[src/rtl/rggen_rtl_pkg.sv]
// rggen_rtl_pkg
// Shared bus enumerations used by rggen host adapters and responders.
//   rggen_access : kind of bus request (read, write, posted write)
//   rggen_status : completion status returned with ready
package rggen_rtl_pkg;

  typedef enum logic [1:0] {
    RGGEN_READ         = 2'b10,
    RGGEN_POSTED_WRITE = 2'b01,
    RGGEN_WRITE        = 2'b11
  } rggen_access;

  typedef enum logic [1:0] {
    RGGEN_OKAY         = 2'b00,
    RGGEN_EXOKAY       = 2'b01,
    RGGEN_SLAVE_ERROR  = 2'b10,
    RGGEN_DECODE_ERROR = 2'b11
  } rggen_status;

endpackage

[src/rtl/rggen_bus_if.sv]
// rggen_bus_if
// Generic register bus between a host adapter (master) and a register
// block or responder (slave).
//   master drives : valid, access, address, write_data, strobe
//   slave drives  : ready, status, read_data
interface rggen_bus_if #(
  parameter int ADDRESS_WIDTH = 16,
  parameter int BUS_WIDTH     = 32
);

  logic                             valid;
  rggen_rtl_pkg::rggen_access       access;
  logic [ADDRESS_WIDTH-1:0]         address;
  logic [BUS_WIDTH-1:0]             write_data;
  logic [BUS_WIDTH/8-1:0]           strobe;
  logic                             ready;
  rggen_rtl_pkg::rggen_status       status;
  logic [BUS_WIDTH-1:0]             read_data;

  modport master (
    output valid, access, address, write_data, strobe,
    input  ready, status, read_data
  );

  modport slave (
    input  valid, access, address, write_data, strobe,
    output ready, status, read_data
  );

endinterface

[src/rtl/rggen_bus_responder_storage.sv]
// rggen_bus_responder_storage
// Word array with per-byte strobed write, synchronous clear and
// asynchronous reset. Read port is combinational.
//   i_clk, i_rst_n : clock, asynchronous active-low reset
//   i_clear        : load every word with INITIAL_VALUE (beats a write)
//   i_write_valid  : apply i_write_data to word i_write_index under i_strobe
//   i_read_index   : word selected onto o_read_data
module rggen_bus_responder_storage #(
  parameter int                   BUS_WIDTH     = 32,
  parameter int                   WORDS         = 16,
  parameter int                   INDEX_WIDTH   = 4,
  parameter logic [BUS_WIDTH-1:0] INITIAL_VALUE = '0
)(
  input  logic                   i_clk,
  input  logic                   i_rst_n,
  input  logic                   i_clear,
  input  logic                   i_write_valid,
  input  logic [INDEX_WIDTH-1:0] i_write_index,
  input  logic [BUS_WIDTH-1:0]   i_write_data,
  input  logic [BUS_WIDTH/8-1:0] i_strobe,
  input  logic [INDEX_WIDTH-1:0] i_read_index,
  output logic [BUS_WIDTH-1:0]   o_read_data
);

  localparam int BYTES = BUS_WIDTH / 8;

  logic [BUS_WIDTH-1:0] word_q [WORDS];
  logic [BYTES-1:0]     byte_we [WORDS];

  // Per-word byte enables: strobe gated by the word select.
  for (genvar gi = 0; gi < WORDS; gi++) begin : g_word_we
    assign byte_we[gi] = (i_write_valid && (i_write_index == INDEX_WIDTH'(gi)))
                       ? i_strobe : '0;
  end

  always_ff @(posedge i_clk or negedge i_rst_n) begin
    if (!i_rst_n) begin
      for (int w = 0; w < WORDS; w++) begin
        word_q[w] <= INITIAL_VALUE;
      end
    end else if (i_clear) begin
      for (int w = 0; w < WORDS; w++) begin
        word_q[w] <= INITIAL_VALUE;
      end
    end else begin
      for (int w = 0; w < WORDS; w++) begin
        for (int b = 0; b < BYTES; b++) begin
          if (byte_we[w][b]) begin
            word_q[w][8*b+:8] <= i_write_data[8*b+:8];
          end
        end
      end
    end
  end

  // Mux rather than direct indexing so an out-of-range index reads 0.
  always_comb begin
    o_read_data = '0;
    for (int w = 0; w < WORDS; w++) begin
      if (i_read_index == INDEX_WIDTH'(w)) begin
        o_read_data = word_q[w];
      end
    end
  end

endmodule

[src/rtl/rggen_bus_responder.sv]
// rggen_bus_responder
// Slave endpoint for rggen_bus_if: a byte-writable word array behind a
// fixed response latency of 1 + WAIT_CYCLES cycles.
//   i_clk, i_rst_n : clock, asynchronous active-low reset
//   i_clear        : synchronous clear of all words to INITIAL_VALUE
//   o_busy         : high from acceptance through the ready cycle
//   bus_if         : slave modport (request in, ready/status/read_data out)
module rggen_bus_responder
  import rggen_rtl_pkg::*;
#(
  parameter int                       ADDRESS_WIDTH = 16,
  parameter int                       BUS_WIDTH     = 32,
  parameter int                       WORDS         = 16,
  parameter logic [ADDRESS_WIDTH-1:0] BASE_ADDRESS  = '0,
  parameter int                       WAIT_CYCLES   = 0,
  parameter logic [BUS_WIDTH-1:0]     INITIAL_VALUE = '0
)(
  input  logic       i_clk,
  input  logic       i_rst_n,
  input  logic       i_clear,
  output logic       o_busy,
  rggen_bus_if.slave bus_if
);

  localparam int                       BYTE_SHIFT  = $clog2(BUS_WIDTH / 8);
  localparam int                       INDEX_WIDTH = (WORDS > 1) ? $clog2(WORDS) : 1;
  localparam logic [ADDRESS_WIDTH-1:0] WORD_LIMIT  = ADDRESS_WIDTH'(WORDS);
  localparam logic [7:0]               WAIT_COUNT  = 8'(WAIT_CYCLES);

  typedef enum logic [1:0] {
    ST_IDLE,
    ST_WAIT,
    ST_RESP
  } state_e;

  state_e               state_q;
  logic [7:0]           count_q;
  logic                 ready_q;
  rggen_status          status_q;
  logic [BUS_WIDTH-1:0] read_data_q;

  logic [ADDRESS_WIDTH-1:0] offset;
  logic [ADDRESS_WIDTH-1:0] word_offset;
  logic                     hit;
  logic                     is_write;
  logic                     commit;
  rggen_status              status_d;
  logic [BUS_WIDTH-1:0]     read_data_d;
  logic [BUS_WIDTH-1:0]     storage_read_data;

  // Decode. The offset wraps when address < BASE_ADDRESS, so the explicit
  // lower-bound compare is what rejects those addresses.
  assign offset      = bus_if.address - BASE_ADDRESS;
  assign word_offset = offset >> BYTE_SHIFT;
  assign hit         = (bus_if.address >= BASE_ADDRESS) && (word_offset < WORD_LIMIT);
  assign is_write    = bus_if.access inside {RGGEN_WRITE, RGGEN_POSTED_WRITE};

  // Commit edge = the edge that moves the FSM into RESP. Request fields,
  // the write and the response are all taken on this edge.
  always_comb begin
    commit = 1'b0;
    unique case (state_q)
      ST_IDLE: commit = bus_if.valid && (WAIT_COUNT == 8'd0);
      ST_WAIT: commit = (count_q <= 8'd1);
      default: commit = 1'b0;
    endcase
  end

  // Response is built from storage as it stands before the commit edge, so
  // a read racing a clear still returns the pre-clear word.
  assign status_d    = hit ? RGGEN_OKAY : RGGEN_SLAVE_ERROR;
  assign read_data_d = (hit && !is_write) ? storage_read_data : '0;

  always_ff @(posedge i_clk or negedge i_rst_n) begin
    if (!i_rst_n) begin
      state_q     <= ST_IDLE;
      count_q     <= '0;
      ready_q     <= 1'b0;
      status_q    <= RGGEN_OKAY;
      read_data_q <= '0;
    end else begin
      ready_q     <= 1'b0;
      status_q    <= RGGEN_OKAY;
      read_data_q <= '0;
      unique case (state_q)
        ST_IDLE: begin
          if (commit) begin
            state_q <= ST_RESP;
          end else if (bus_if.valid) begin
            state_q <= ST_WAIT;
            count_q <= WAIT_COUNT;
          end
        end
        ST_WAIT: begin
          if (commit) begin
            state_q <= ST_RESP;
            count_q <= '0;
          end else begin
            count_q <= count_q - 8'd1;
          end
        end
        ST_RESP: state_q <= ST_IDLE;
        default: state_q <= ST_IDLE;
      endcase
      if (commit) begin
        ready_q     <= 1'b1;
        status_q    <= status_d;
        read_data_q <= read_data_d;
      end
    end
  end

  rggen_bus_responder_storage #(
    .BUS_WIDTH     (BUS_WIDTH),
    .WORDS         (WORDS),
    .INDEX_WIDTH   (INDEX_WIDTH),
    .INITIAL_VALUE (INITIAL_VALUE)
  ) u_storage (
    .i_clk         (i_clk),
    .i_rst_n       (i_rst_n),
    .i_clear       (i_clear),
    .i_write_valid (commit && hit && is_write),
    .i_write_index (word_offset[INDEX_WIDTH-1:0]),
    .i_write_data  (bus_if.write_data),
    .i_strobe      (bus_if.strobe),
    .i_read_index  (word_offset[INDEX_WIDTH-1:0]),
    .o_read_data   (storage_read_data)
  );

  assign bus_if.ready     = ready_q;
  assign bus_if.status    = status_q;
  assign bus_if.read_data = read_data_q;
  assign o_busy           = (state_q != ST_IDLE);

endmodule

[src/flat_wrapper.sv]
// flat-port wrapper written by rule: the top's interface ports become plain ports
module rggen_bus_responder_flat import rggen_rtl_pkg::*;
#(
  parameter int                       ADDRESS_WIDTH = 16,
  parameter int                       BUS_WIDTH     = 32,
  parameter int                       WORDS         = 16,
  parameter logic [ADDRESS_WIDTH-1:0] BASE_ADDRESS  = '0,
  parameter int                       WAIT_CYCLES   = 0,
  parameter logic [BUS_WIDTH-1:0]     INITIAL_VALUE = '0
)
  (i_clk, i_rst_n, i_clear, o_busy, bus_if_valid, bus_if_access, bus_if_address, bus_if_write_data, bus_if_strobe, bus_if_ready, bus_if_status, bus_if_read_data);
  rggen_bus_if #(.ADDRESS_WIDTH(ADDRESS_WIDTH), .BUS_WIDTH(BUS_WIDTH)) bus_if_i ();
  input  logic i_clk;
  input  logic i_rst_n;
  input  logic i_clear;
  output logic o_busy;
  input wire logic [$bits(bus_if_i.valid)-1:0] bus_if_valid;
  input wire logic [$bits(bus_if_i.access)-1:0] bus_if_access;
  input wire logic [$bits(bus_if_i.address)-1:0] bus_if_address;
  input wire logic [$bits(bus_if_i.write_data)-1:0] bus_if_write_data;
  input wire logic [$bits(bus_if_i.strobe)-1:0] bus_if_strobe;
  output wire logic [$bits(bus_if_i.ready)-1:0] bus_if_ready;
  output wire logic [$bits(bus_if_i.status)-1:0] bus_if_status;
  output wire logic [$bits(bus_if_i.read_data)-1:0] bus_if_read_data;
  assign bus_if_i.valid = bus_if_valid;
  assign bus_if_i.access = bus_if_access;
  assign bus_if_i.address = bus_if_address;
  assign bus_if_i.write_data = bus_if_write_data;
  assign bus_if_i.strobe = bus_if_strobe;
  assign bus_if_ready = bus_if_i.ready;
  assign bus_if_status = bus_if_i.status;
  assign bus_if_read_data = bus_if_i.read_data;
  rggen_bus_responder #(.ADDRESS_WIDTH(ADDRESS_WIDTH), .BUS_WIDTH(BUS_WIDTH), .WORDS(WORDS), .BASE_ADDRESS(BASE_ADDRESS), .WAIT_CYCLES(WAIT_CYCLES), .INITIAL_VALUE(INITIAL_VALUE)) u_core (.i_clk(i_clk), .i_rst_n(i_rst_n), .i_clear(i_clear), .o_busy(o_busy), .bus_if(bus_if_i));
endmodule
[config.mk]
export PLATFORM = sky130hd
export DESIGN_NAME = rggen_bus_responder_flat
export DESIGN_NICKNAME = d
export VERILOG_FILES = /design/src/rtl/rggen_rtl_pkg.sv /design/src/rtl/rggen_bus_if.sv /design/src/rtl/rggen_bus_responder_storage.sv /design/src/rtl/rggen_bus_responder.sv /design/src/flat_wrapper.sv
export SDC_FILE = /design/constraint.sdc
export NUM_CORES = 1
export LEC_CHECK = 0
export ABC_AREA = 0
export CAP_MARGIN = 20
export CORE_MARGIN = 10
export CORE_UTILIZATION = 45
export DETAILED_ROUTE_END_ITERATION = 7
export SYNTH_ARGS = -nofsm -noshare
export SYNTH_HDL_FRONTEND = slang
export SYNTH_HIERARCHICAL = 1
export SYNTH_SLANG_ARGS = --single-unit
[constraint.sdc]
create_clock -name i_clk -period 7.5 [get_ports i_clk]
set_clock_uncertainty 0.15 [all_clocks]
set_input_delay 1.125 -clock i_clk [delete_from_list [all_inputs] [get_ports i_clk]]
set_output_delay 1.125 -clock i_clk [all_outputs]
set_load 0.05 [all_outputs]
## After elaboration in Yosys (flattened, before gate mapping)

Index checks and enable logic that the tools add are counted.

| word-level totals | value |
|---|---|
| register bits | 557 |
| bits in latches | 0 |
| memory bits (writable) | 0 |
| bits in read-only memories | 0 |
| input bits | 58 |
| output and inout bits | 36 |
| word-level logic and storage cells | 298 |
| memories | 0 |

| cells by class | value |
|---|---|
| add/sub/neg operators | 1 |
| multiply operators | 0 |
| div/mod/pow operators | 0 |
| $lt $le $gt $ge | 3 |
| eq/ne operators | 22 |
| shifts and indexed selects | 0 |
| mux-type cells | 111 |
| bitwise logic cells | 0 |
| reduce and logical (&&, ||, !) cells | 92 |

Operators by type and width:

| cell | number |
|---|---|
| 2-to-1 mux 32 bit | 18 |
| 2-to-1 mux 8 bit | 67 |
| 2-to-1 mux 512 bit | 1 |
| nonzero test 2 bit | 67 |
| 2-to-1 mux 4 bit | 16 |
| equality test 4 bit, second input constant | 8 |
| logical AND 1 bit | 20 |
| equality test 4 x 3 -> 1 bit, second input constant | 4 |
| greater-or-equal comparator 16 x 1 -> 1 bit, second input constant | 1 |
| one-hot mux 8 bit (2 select lines) | 1 |
| < comparator 14 x 5 -> 1 bit, second input constant | 1 |
| 2-to-1 mux 2 bit | 5 |
| equality test 4 x 2 -> 1 bit, second input constant | 2 |
| less-or-equal comparator 8 x 1 -> 1 bit, second input constant | 1 |
| subtractor 8 x 1 -> 8 bit, second input constant | 1 |
| equality test 2 x 1 -> 1 bit, second input constant | 2 |
| equality test 4 x 1 -> 1 bit, second input constant | 1 |
| logical NOT 4 bit | 1 |
| inequality test 2 bit, second input constant | 2 |
| one-hot mux 2 bit (2 select lines) | 1 |
| inequality test 3 x 2 -> 1 bit, second input constant | 1 |
| AND reduction 3 bit | 1 |
| equality test 2 bit, second input constant | 1 |
| logical NOT 2 bit | 1 |
| other kinds (5) | 5 |

## Logic depth before layout (Yosys ltp)

Gate-level depths: netlist of the first run.

| logic depth | value |
|---|---|
| depth after elaboration | 19 |
| gate-level depth with buffers | 12 |
| mapped depth without buffers | 9 |

## Modules after synthesis

The synthesis of the first run kept the hierarchy.

Modules (own cells, without submodules):

| module | instances | cells each | area an instance (um2) | seq. area each (um2) |
|---|---|---|---|---|
| rggen_bus_responder_storage | 1 | 2,437 | 26,459.1 | 12,812.3 |
| rggen_bus_responder | 1 | 140 | 1,985.7 | 1,101.1 |

## Worst setup path before layout of the first run

OpenSTA, ideal clock, no wires.

| timing | value |
|---|---|
| path type | input-to-reg |
| from | in bus_if_address[10] |
| to | reg u_core/u_storage/word_q[416] in the netlist's numbering |
| library setup time | 0.132 ns |
| arrival | 3.214 ns |
| required time | 7.218 ns |
| setup slack | 4.004 ns |
| stages | 10 |
| buffers on the path | 3 |
| cell sequence | nor4_1 -> nand3_1 -> clkbuf_1 -> nor3b_1 -> nor3b_1 -> buf_2 -> buf_4 -> nand3_2 -> mux2i_1 -> nor2_1 |

| on the way | value |
|---|---|
| cells in the longest elaborated chain, start to end | 7 |
| elaborated cells between the ends (all ways) | 8 |
| those cells by class | order compare: 2; mux: 1; reduce/logical: 5 |

RTL lines:

| item | RTL line | text |
|---|---|---|
| start, declared | flat_wrapper.sv:19 | `input wire logic [$bits(bus_if_i.address)-1:0] bus_if_address;` |
| greater-or-equal comparator 16 x 1 -> 1 bit / < comparator 14 x 5 -> 1 bit (equally long branches) | rggen_bus_responder.sv:55 | `assign hit = (bus_if.address >= BASE_ADDRESS) && (word_offset < WORD_LIMIT);` |
| logical AND 1 bit * | rggen_bus_responder.sv:55 |  |
| logical AND 1 bit * (2 in a row) | rggen_bus_responder.sv:122 | `.i_write_valid (commit && hit && is_write),` |
| logical AND 1 bit * | rggen_bus_responder_storage.sv:32 | `assign byte_we[gi] = (i_write_valid && (i_write_index == INDEX_WIDTH'(gi)))` |
| 2-to-1 mux 4 bit * | rggen_bus_responder_storage.sv:33 | `? i_strobe : '0;` |
| nonzero test 2 bit (no line) * | - |  |
| end signal, assigned by index | rggen_bus_responder_storage.sv:49 | `word_q[w][8*b+:8] <= i_write_data[8*b+:8];` |
| end, declared | rggen_bus_responder_storage.sv:27 | `logic [BUS_WIDTH-1:0] word_q [WORDS];` |

Mark *: on every way between the ends. The rest lies on a longest branch, timed or not.
A chain may end at the register's enable or synchronous reset.

## Worst setup path in the final report of the first run

| timing | value |
|---|---|
| from | in bus_if_address[15] |
| to | reg u_core/u_storage/word_q[10] in the netlist's numbering |

The elaborated chain is that of the path after synthesis.

==> results by group, run 1 <==
Synth
  • Top cell type's share of synthesized area: 48.91%
  • Async SR Flop Fraction: 100.0%
  • Area leader, netlist: dfrtp_1
  • Syn Area/Cell: 11.04 um^2
  • Sequential-to-total area share from yosys stat: 48.91%
  • Cells after Synth: 2,577
  • Post-synth EDFFs: 0
  • Post-Syn Nets: 2,637
  • Synth unique cells: 80
  • Syn. warnings: 6
  • Count leader, synth: mux2i_1
  • Synthesized area: 0.02844 mm^2
  • Top cells by area, synth: dfrtp_1, mux2i_1, nor2_1
  • Seq cells post-synth: 556
  • Synth Flop Type: dfrtp_1
  • Synth top cells by count: mux2i_1, dfrtp_1, nor2_1, clkbuf_1, o21ai_0

Power and ir drop
  • Sequential share of power: 46.2%
  • Combinational Power Share: 7.9%
  • Design Power: 6.496 mW
  • Sw Pwr: 1.607 mW
  • Leakage Power: 17.16 nW
  • Pwr Density: 205.3 mW/mm^2
  • Internal power: 4.888 mW
  • Worst VDD drop: 0.1764 mV
  • Power share of the clock group: 45.9%
  • Net Sw Frac: 24.75%

GRT
  • GR Overflow Total: 0
  • Antenna violations before repair: 11
  • Largest net degree at the start of global routing: 197
  • Vias in the first global route: 20,593
  • GRT Total Usage: 23.21%
  • Global-route wire length before repair: 132,300 um

CTS
  • Postcts setup bufs: 0
  • Clock tree from TritonCTS: built
  • Clk sink count: 556
  • Root buffer cell: clkbuf_16
  • Clk_lat worst skew: 620 ps
  • Clock buffer depth: 3
  • Worst-path clk slew: 60 ps
  • CTS Hold Bufs: 0
  • H-tree levels: 2
  • PostCTS Resize Cnt: 0
  • Clock buffer count from CTS: 60

Floorplan
  • Die H: 271.4 um
  • Std-Cell Rows: 92
  • Starting Density: 45.26%
  • Die ar.: 0.07367 mm^2
  • Die width: 271.4 um
  • Io pins: 94
  • Placeable core area: 0.06285 mm^2

Timing
  • Min Clock Period, post-route: 4456 ps
  • Final setup fails: 0
  • RSZ-0062 raised after global routing: false
  • Hold Fails Final Rpt: 0
  • Final Max Slew Viols: 0
  • Worst-Margin Slew: 1071 ps
  • Crit share post-route: 59.41%
  • Max transition margin: 28.32%
  • Highest Clock Rate: 0.2244 GHz
  • Final setup margin: 3044 ps
  • Setup TNS: 0 ps

Placement
  • # placed instances: 3,335
  • Post-DP HPWL: 55,250 um
  • IO buf count: 89
  • Dpl ws: 2511 ps
  • Cell Area, Placed: 0.02966 mm^2
  • RD Place Congestion: 0.8137

Cells and area
  • Finished Layout Cells: 3,445
  • Fillcell total: 5,626
  • # nets final: 2,611
  • Sequential cell area: 0.01391 mm^2
  • Design area: 0.03163 mm^2
  • Layout cell share with drive strength beyond 1: 11.97%
  • Area of the multi-input gates: 0.01338 mm^2
  • Area delta synth->final: 11.21%

Drt
  • Total Wirelength: 87,680 um
  • Vias: 20,507
  • Residual DRC count: 0
  • Drt pass-1 iters: 7
  • Iter 0 DRT Violations: 1,835
  • Remaining antenna violation count: 0
  • Average wire per standard cell: 25.45 um
  • Drt via density: 5.953

Setup path
  • Worst EP required: 7810 ps
  • Crit path top cell by count: buf_4
  • CP max stage delay: 750 ps
  • Critical R2R Launch: u_core/count_q[0]
  • Critical path's top delay family: simple AND/OR/NAND/NOR gates
  • Crit Path Max Fanout: 34
  • Worst Setup End Kind: flop
  • Crit. Startpoint: bus_if_address[15]
  • Worst Path Arrival: 4760 ps
  • Number of buffers and inverters on the critical path: 3
  • Cell with the largest stage delay on the worst path: and3_1
  • R2r setup slk: 3540 ps
  • CP startpoint kind: input port
  • CP cell instances: clkdlybuf4s50_1 > nor4_1 > nand3_2 > buf_4 > nor3b_1 > and3_1 > buf_4 > nand3_1 > mux2i_1 > nor2_1
  • Crit path kind: input port to flop

Worst hold path
  • HP Start: u_core/u_storage/word_q[269]
  • Worst min path class: flop to flop

Outcome
  • Status: finished clean

Job
  • Max Cap Viol: 0
==> final timing paths <==
check | to | cells after the start
max in group asynchronous | u_core/u_storage/word_q[373] | 2
min in group asynchronous | u_core/u_storage/word_q[63] | 1
max reg2reg | u_core/u_storage/word_q[10] | 10
min reg2reg | u_core/u_storage/word_q[269] | 2
max | u_core/u_storage/word_q[10] | 10
min | u_core/u_storage/word_q[269] | 2
==> layout by cell type, fill, tap and decap left out, types with 15 or more instances in the layout <==
cell,netlist,routed
nand2b_1,32,31
nor4b_2,28,28
clkdlybuf4s50_1,0,82
nand2_1,28,28
buf_4,22,31
nor2_1,534,534
dfrtp_1,556,556
nand3_2,58,59
clkbuf_16,0,61
mux2_2,37,37
a22oi_1,15,15
nand3_1,18,17
a21oi_1,62,62
clkbuf_1,122,16
o22ai_1,19,19
nor2b_1,17,15
a221oi_2,16,16
a21o_1,20,20
mux2i_1,604,604
o21ai_0,76,76
o2bb2ai_1,25,25
o221ai_1,15,15
o22a_1,30,30
==> power by group through the flow <==
stage | combinational (mW) | clock (mW) | sequential (mW)
detailed placement | 0.510 | 0 | 3.06
floorplan | 0.275 | 0 | 3.06
global route | 0.541 | 3.16 | 3.00
CTS | 0.511 | 3.03 | 3.00
global placement | 0.500 | 0 | 3.06
finish | 0.511 | 2.98 | 3.00
==> stage by stage <==
stage	hold slack, ps	util (%)
final	369.1	50.33
after global placement	347.0	47.13
after detailed placement	356.6	47.19
after floorplan	330.3	-
after global routing	383.1	50.33
after CTS	370.5	50.33
==> flip-flops by register name, indices dropped and copies added (netlist names) <==
name	flops
u_core/bus_if.read_data	32
u_core/state_q	2
u_core/count_q	8
u_core/bus_if.ready	1
u_core/bus_if.status	1
u_core/u_storage/word_q	512
==> routing by layer <==
metal | part of all wire, % | GRT usage [%] | vias up
li1 | - | - | 9118
met1 | 43 | 30.29 | 10582
met2 | 49 | 38.80 | 646
met3 | 4.8 | 2.945 | 159
met4 | 4.0 | 9.108 | 2
met5 | 0.016 | 0 | -
==> worst reg2reg max path, cell delays in order (launching register included) <==
cell	delay, ps
dfrtp_1	420
inv_1	120
ha_1	240
o21ba_2	250
a32oi_4	160
nor3b_1	380
and3_1	750
buf_4	330
nand3_1	550
mux2i_1	390
nor2_1	60
==> area by class of cell <==
cell class,instances,share of cell area (%)
clock buffers,91,5.624
multi-input cells,1795,42.29
inverters,10,0.1187
well taps,846,3.346
repair buffers,128,4.026
flip-flops and latches,556,43.98
clock inverters,18,0.6091
diodes,1,0.007910
==> logic make-up after synthesis <==
logic type      after synthesis  share of synthesized area [%]
other cells                   1                        0.01318
xor+xnor                      1                        0.03080
mux                         647                          23.15
compound gates              365                          9.611
simple gates                779                          14.07
flops                       556                          48.91
fa+ha+maj                     2                        0.08796
buf+inv                     226                          4.122
(Power assumes the default switching activity.)
==> run 2, diff against run 1 <==
Clock period 7.5 ns to 4.59 ns, I/O delays scaled along.
==> run 2 against run 1 <==
  * Clock power rose by 72%
  * Combinational power up 69%
  * Cell area up 1.8%
  * Cell count is 1.7% higher
  * Sequential share of layout area decreased by 0.79 points
  * Sequential cell count did not move
  * Worst hold slack worse by 340 ps
  * Clock-buffer cell count increased by 9
  * Via count up 1.4%
  * Core utilization up 0.92 points
  * Setup slack worse by 2000 ps
  * Register-to-register slack worse by 2500 ps
==> results by group, run 2 (same netlist as run 1, synthesis figures left out) <==
Floorplan
  • Die ar.: 0.07367 mm^2
  • Io pins: 94
  • Placeable core area: 0.06285 mm^2
  • Die width: 271.4 um
  • Std-Cell Rows: 92
  • Starting Density: 45.26%
  • Die H: 271.4 um

Setup path
  • CP startpoint kind: flop
  • Crit Path Max Fanout: 8
  • CP max stage delay: 540 ps
  • Crit path kind: flop to flop
  • CP cell instances: inv_1 > ha_1 > o21ba_2 > a32oi_4 > nor3b_1 > buf_4 > and3b_1 > buf_4 > nand3_1 > mux2i_1 > nor2_1
  • Critical path's top delay family: simple AND/OR/NAND/NOR gates
  • Crit path top cell by count: buf_4
  • Cell with the largest stage delay on the worst path: and3b_1
  • Worst Path Arrival: 3890 ps
  • Worst EP required: 4930 ps
  • Worst Setup End Kind: flop
  • Number of buffers and inverters on the critical path: 3

Drt
  • Iter 0 DRT Violations: 2,003
  • Total Wirelength: 89,400 um
  • Vias: 20,787
  • Residual DRC count: 0
  • Drt pass-1 iters: 5
  • Drt via density: 5.936
  • Remaining antenna violation count: 0
  • Average wire per standard cell: 25.53 um

CTS
  • Clk_lat worst skew: 630 ps
  • Clock buffer count from CTS: 61
  • PostCTS Resize Cnt: 0
  • Worst-path clk slew: 60 ps
  • CTS Hold Bufs: 0
  • Root buffer cell: clkbuf_16
  • Clk sink count: 556
  • Clock buffer depth: 3
  • Clock tree from TritonCTS: built
  • H-tree levels: 2
  • Postcts setup bufs: 0

Timing
  • Final setup fails: 0
  • Max transition margin: 23.28%
  • Setup TNS: 0 ps
  • Final Max Slew Viols: 0
  • Worst-Margin Slew: 1149 ps
  • Highest Clock Rate: 0.2813 GHz
  • Crit share post-route: 77.45%
  • RSZ-0062 raised after global routing: false
  • Hold Fails Final Rpt: 0
  • Min Clock Period, post-route: 3555 ps

Placement
  • IO buf count: 89
  • # placed instances: 3,386
  • Post-DP HPWL: 58,110 um
  • RD Place Congestion: 0.8829

Cells and area
  • # nets final: 2,663
  • Max FFs per register: 512
  • Layout cell share with drive strength beyond 1: 13.91%
  • Commonest non-fill, non-tap cell in the layout: mux2i_1
  • Area delta synth->final: 13.24%
  • Most frequent cells in the layout: mux2i_1, dfrtp_1, nor2_1
  • Finished Layout Cells: 3,502
  • Largest register by flop count: u_core/u_storage/word_q

Power and ir drop
  • Sequential share of power: 45.0%
  • Sw Pwr: 2.669 mW
  • Net Sw Frac: 24.46%
  • Pwr Density: 338.8 mW/mm^2
  • Combinational Power Share: 7.9%
  • Internal power: 8.244 mW
  • Worst VDD drop: 0.2689 mV
  • Power share of the clock group: 47.1%
  • Leakage Power: 17.50 nW

GRT
  • Largest net degree at the start of global routing: 134
  • Global-route wire length before repair: 135,500 um
  • Antenna violations before repair: 9
  • GR Overflow Total: 0
  • Vias in the first global route: 20,853
  • GRT Total Usage: 23.81%

Job
  • Max Cap Viol: 0

Outcome
  • Status: finished clean

Worst hold path
  • Worst min path class: input port to asynchronous set/reset pin
==> run 2: cell types whose count changed in the layout (fill, tap and decap cells not counted), sizes merged <==
cell	previous run	this run
diode	1	3
clkbuf	91	100
buf	46	97
inv	10	11
clkinvlp	1	0
clkinv	13	8
==> run 2: power by group through the flow <==
stage	Sequential (mW)	Combinational, mW	Clock [mW]
2_1_floorplan	5.00	0.450	0
3_3_place_gp	4.99	0.851	0
3_5_place_dp	4.99	0.861	0
4_1_cts	4.90	0.864	5.23
5_1_grt	4.90	0.918	5.43
6_report	4.91	0.866	5.14
==> run 2: area by class of cell <==
cell class / count / area (um^2)
sequential: 556 / 13910
antenna: 3 / 7.507
tap: 846 / 1059
inverter: 10 / 37.54
timing repair buffer: 179 / 1692
clock buffer: 100 / 1956
fill: 5603 / 30640
multi-input combinational: 1795 / 13380
clock inverter: 13 / 168.9
==> run 2: final timing paths <==
path / startpoint / to / slack, ps / cells after the start
min reg2reg: u_core/u_storage/word_q[507] / u_core/u_storage/word_q[507] / 360 / 2
min: i_rst_n / u_core/u_storage/word_q[313] / 30 / 1
max reg2reg: u_core/count_q[1] / u_core/u_storage/word_q[401] / 1030 / 11
min in group i_clk: u_core/u_storage/word_q[507] / u_core/u_storage/word_q[507] / 360 / 2
max in group asynchronous: i_rst_n / u_core/bus_if.read_data[19] / 3090 / 2
max: u_core/count_q[1] / u_core/u_storage/word_q[401] / 1030 / 11
==> run 2: metal layers <==
layer,track usage (%),up-vias,wire length [um]
met1,31.74,10690,38280
li1,-,9223,-
met4,10.41,0,3943
met3,3.156,174,4855
met5,0,-,0
met2,38.43,700,42320
==> run 2: worst register-to-register path, stage by stage (launching register included) <==
cell     delay (ps)
dfrtp_1         420
inv_1           120
ha_1            250
o21ba_2         240
a32oi_4         130
nor3b_1         250
buf_4           180
and3b_1         550
buf_4           250
nand3_1         460
mux2i_1         360
nor2_1           60
==> run 2: through the flow <==
step                      utilization (%)  power (mW)  hold slack (ps)  setup slack (ps)  cell area [um^2]
final                               51.25       10.91            32.20              1035             32210
after floorplan                         -       5.450            242.9              1530             28440
after global placement              47.86       5.845            346.8             652.0             30080
after global routing                51.25       11.25            110.6             872.7             32210
after detailed placement            47.86       5.855            355.1             670.0             30080
after CTS                           51.24       11.00            78.78              1049             32200
==> edit, RTL diff (settings of run 2) <==
Encoding of `state_e`: now one-hot (3 bits for 3 states).
--- a/src/rtl/rggen_bus_responder.sv
+++ b/src/rtl/rggen_bus_responder.sv
@@ -28,8 +28,8 @@
   localparam logic [7:0]               WAIT_COUNT  = 8'(WAIT_CYCLES);
 
-  typedef enum logic [1:0] {
-    ST_IDLE,
-    ST_WAIT,
-    ST_RESP
+  typedef enum logic [2:0] {
+    ST_IDLE = 3'b001,
+    ST_WAIT = 3'b010,
+    ST_RESP = 3'b100
   } state_e;
 
Behaviour: no difference found for any inputs over 4 cycles, from zero or initial values and one cycle with i_rst_n low; so few cycles prove little.
==> edit against run 2 <==
- sequential cell count grew 1
- critical endpoint is now u_core/u_storage/word_q[405]
- clock power is 4.9% lower
- setup slack improved by 110 ps
- area after synthesis down 0.23%
- first-iteration DRC count up 4.6%
- largest power group is now sequential cells
- final cell count shrank 0.31%
- cell area shrank 1.1%
- total power fell by 2.3%
- sequential share of layout area is 0.55 points higher
- routed wire length decreased by 2.1%
==> edit: results (changes against run 2) <==
stage,metric,value,unit,change
power_and_ir_drop,ir_worst_vdd,352,uV,+31%
sta,worstMarginPinSlew,1070,ps,-76.8 ps
cts,cts_buffers,60,,-1.6%
synthesis,avgSynthCellArea,11.0,sq um,-0.50%
power_and_ir_drop,leakagePower,0.0174,uW,-0.78%
place,gp_congestion,0.878,,-0.52%
global_route,grt_pass1_wl,134000,um,-1.1%
finish,layout.cells.non_filler,3491,,-0.31%
min_path,min_path_type,in2reg,,
drt,vias_per_cell,5.94,,+0.11%
place,pre_cts_ws,607,ps,-63.1 ps
setup_path,cp.arrival,3770,ps,-120 ps
synthesis,synth.distinct_cells,84,,+5.0%
global_route,grt_max_degree,193,,+44%
synthesis,synth_seq_area_share,0.491,,+0.00205
finish,nNetsFinal,2650,,-0.49%
place,placed_cell_area,29800,sq um,-0.82%
global_route,antenna_found_initial,16,,+7
drt,drtPass1Iterations,6,,+1
setup_path,cp_max_fo,12,,+4
global_route,grt.total_usage,0.233,,-0.00474
drt,routedWlPerCell,25.1,um,-1.8%
global_route,grt_pass1_vias,21000,,+0.89%
synthesis,ys_top_cells_by_count,"mux2i_1 (604), dfrtp_1 (556), nor2_1 (539)",,
place,dp.cells,3372,,-0.41%
setup_path,crit_slowest_cell,nor3b_1,,
synthesis,synthTopCellsByArea,"dfrtp_1 (49%), mux2i_1 (21%), nor2_1 (7.1%)",,
drt,drt_first_iter_violations,2095,,+4.6%
place,dpl.hpwl,57200,um,-1.5%
status,outcome,"finished, final reports clean",,
-- edit: layout make-up --
| class | instances | area, sq um | area share |
|---|---|---|---|
| clock inverter | 19 | 154 | 0.00483 |
| timing repair buffer | 160 | 1530 | 0.0481 |
| tap | 846 | 1060 | 0.0332 |
| antenna | 7 | 17.5 | 0.000550 |
| clock buffer | 91 | 1840 | 0.0577 |
| multi-input combinational | 1802 | 13300 | 0.417 |
| sequential | 557 | 13900 | 0.437 |
| inverter | 9 | 33.8 | 0.00106 |
-- edit: logic make-up (layout without fill, tap and decap cells) --
group,after synthesis,in the layout,synth area share
AND/OR/NAND/NOR,788,788,0.139
multiplexers,645,645,0.231
flip-flops,557,557,0.491
AO/OA/AOI/OAI,365,365,0.0958
buffers and inverters,225,279,0.0414
adder cells (fa/ha/maj),2,2,0.000882
other,1,8,0.000132
XOR/XNOR,1,1,0.000309
-- edit: per-layer routing --
metal / vias up / GRT usage / routed length, um
met5: - / 0 / 45
met4: 6 / 0.0892 / 2830
met3: 163 / 0.0403 / 5600
met2: 705 / 0.367 / 40700
met1: 10600 / 0.319 / 38400
li1: 9227 / - / -
-- edit: where the power goes --
part	switching [uW]	total [uW]	internal (uW)	leakage [uW]
logic	626	854	228	0.00859
registers	2.81	4920	4910	0.00778
clock network	2030	4890	2860	0.000995
total	2660	10700	8000	0.0174
-- edit: per-stage QoR --
stage               utilization  hold slack, ps
floorplan                     -             243
global placement          0.476             329
detailed placement        0.476             350
CTS                       0.507             306
global route              0.508             337
finish                    0.508             323
-- edit: timing repair --
action / 4_1_cts / 5_1_grt
resized for setup: 0 / 0
hold buffers: 1 / 0
hold endpoints to repair: 64 / 0
-- edit: worst paths after layout --
| path | to | slack, ps | depth (start not counted) | startpoint |
|---|---|---|---|---|
| worst min-delay path | u_core/u_storage/word_q[486] | 320 | 2 | i_clear |
| max in group asynchronous | u_core/u_storage/word_q[153] | 2550 | 3 | i_rst_n |
| min in group asynchronous | u_core/u_storage/word_q[418] | 490 | 2 | i_rst_n |
| worst min register to register | u_core/count_q[1] | 360 | 2 | u_core/count_q[1] |
| worst max register to register | u_core/u_storage/word_q[405] | 1150 | 8 | u_core/count_q[4] |
| worst max-delay path | u_core/u_storage/word_q[405] | 1150 | 8 | u_core/count_q[4] |
-- edit: critical path: cells and delay by family, from the launching register on --
family / cells / cell delay [ps]
buffers and inverters: 1 / 230
AND/OR/NAND/NOR: 5 / 1950
flip-flops: 1 / 450
AO/OA/AOI/OAI: 1 / 200
multiplexers: 1 / 330
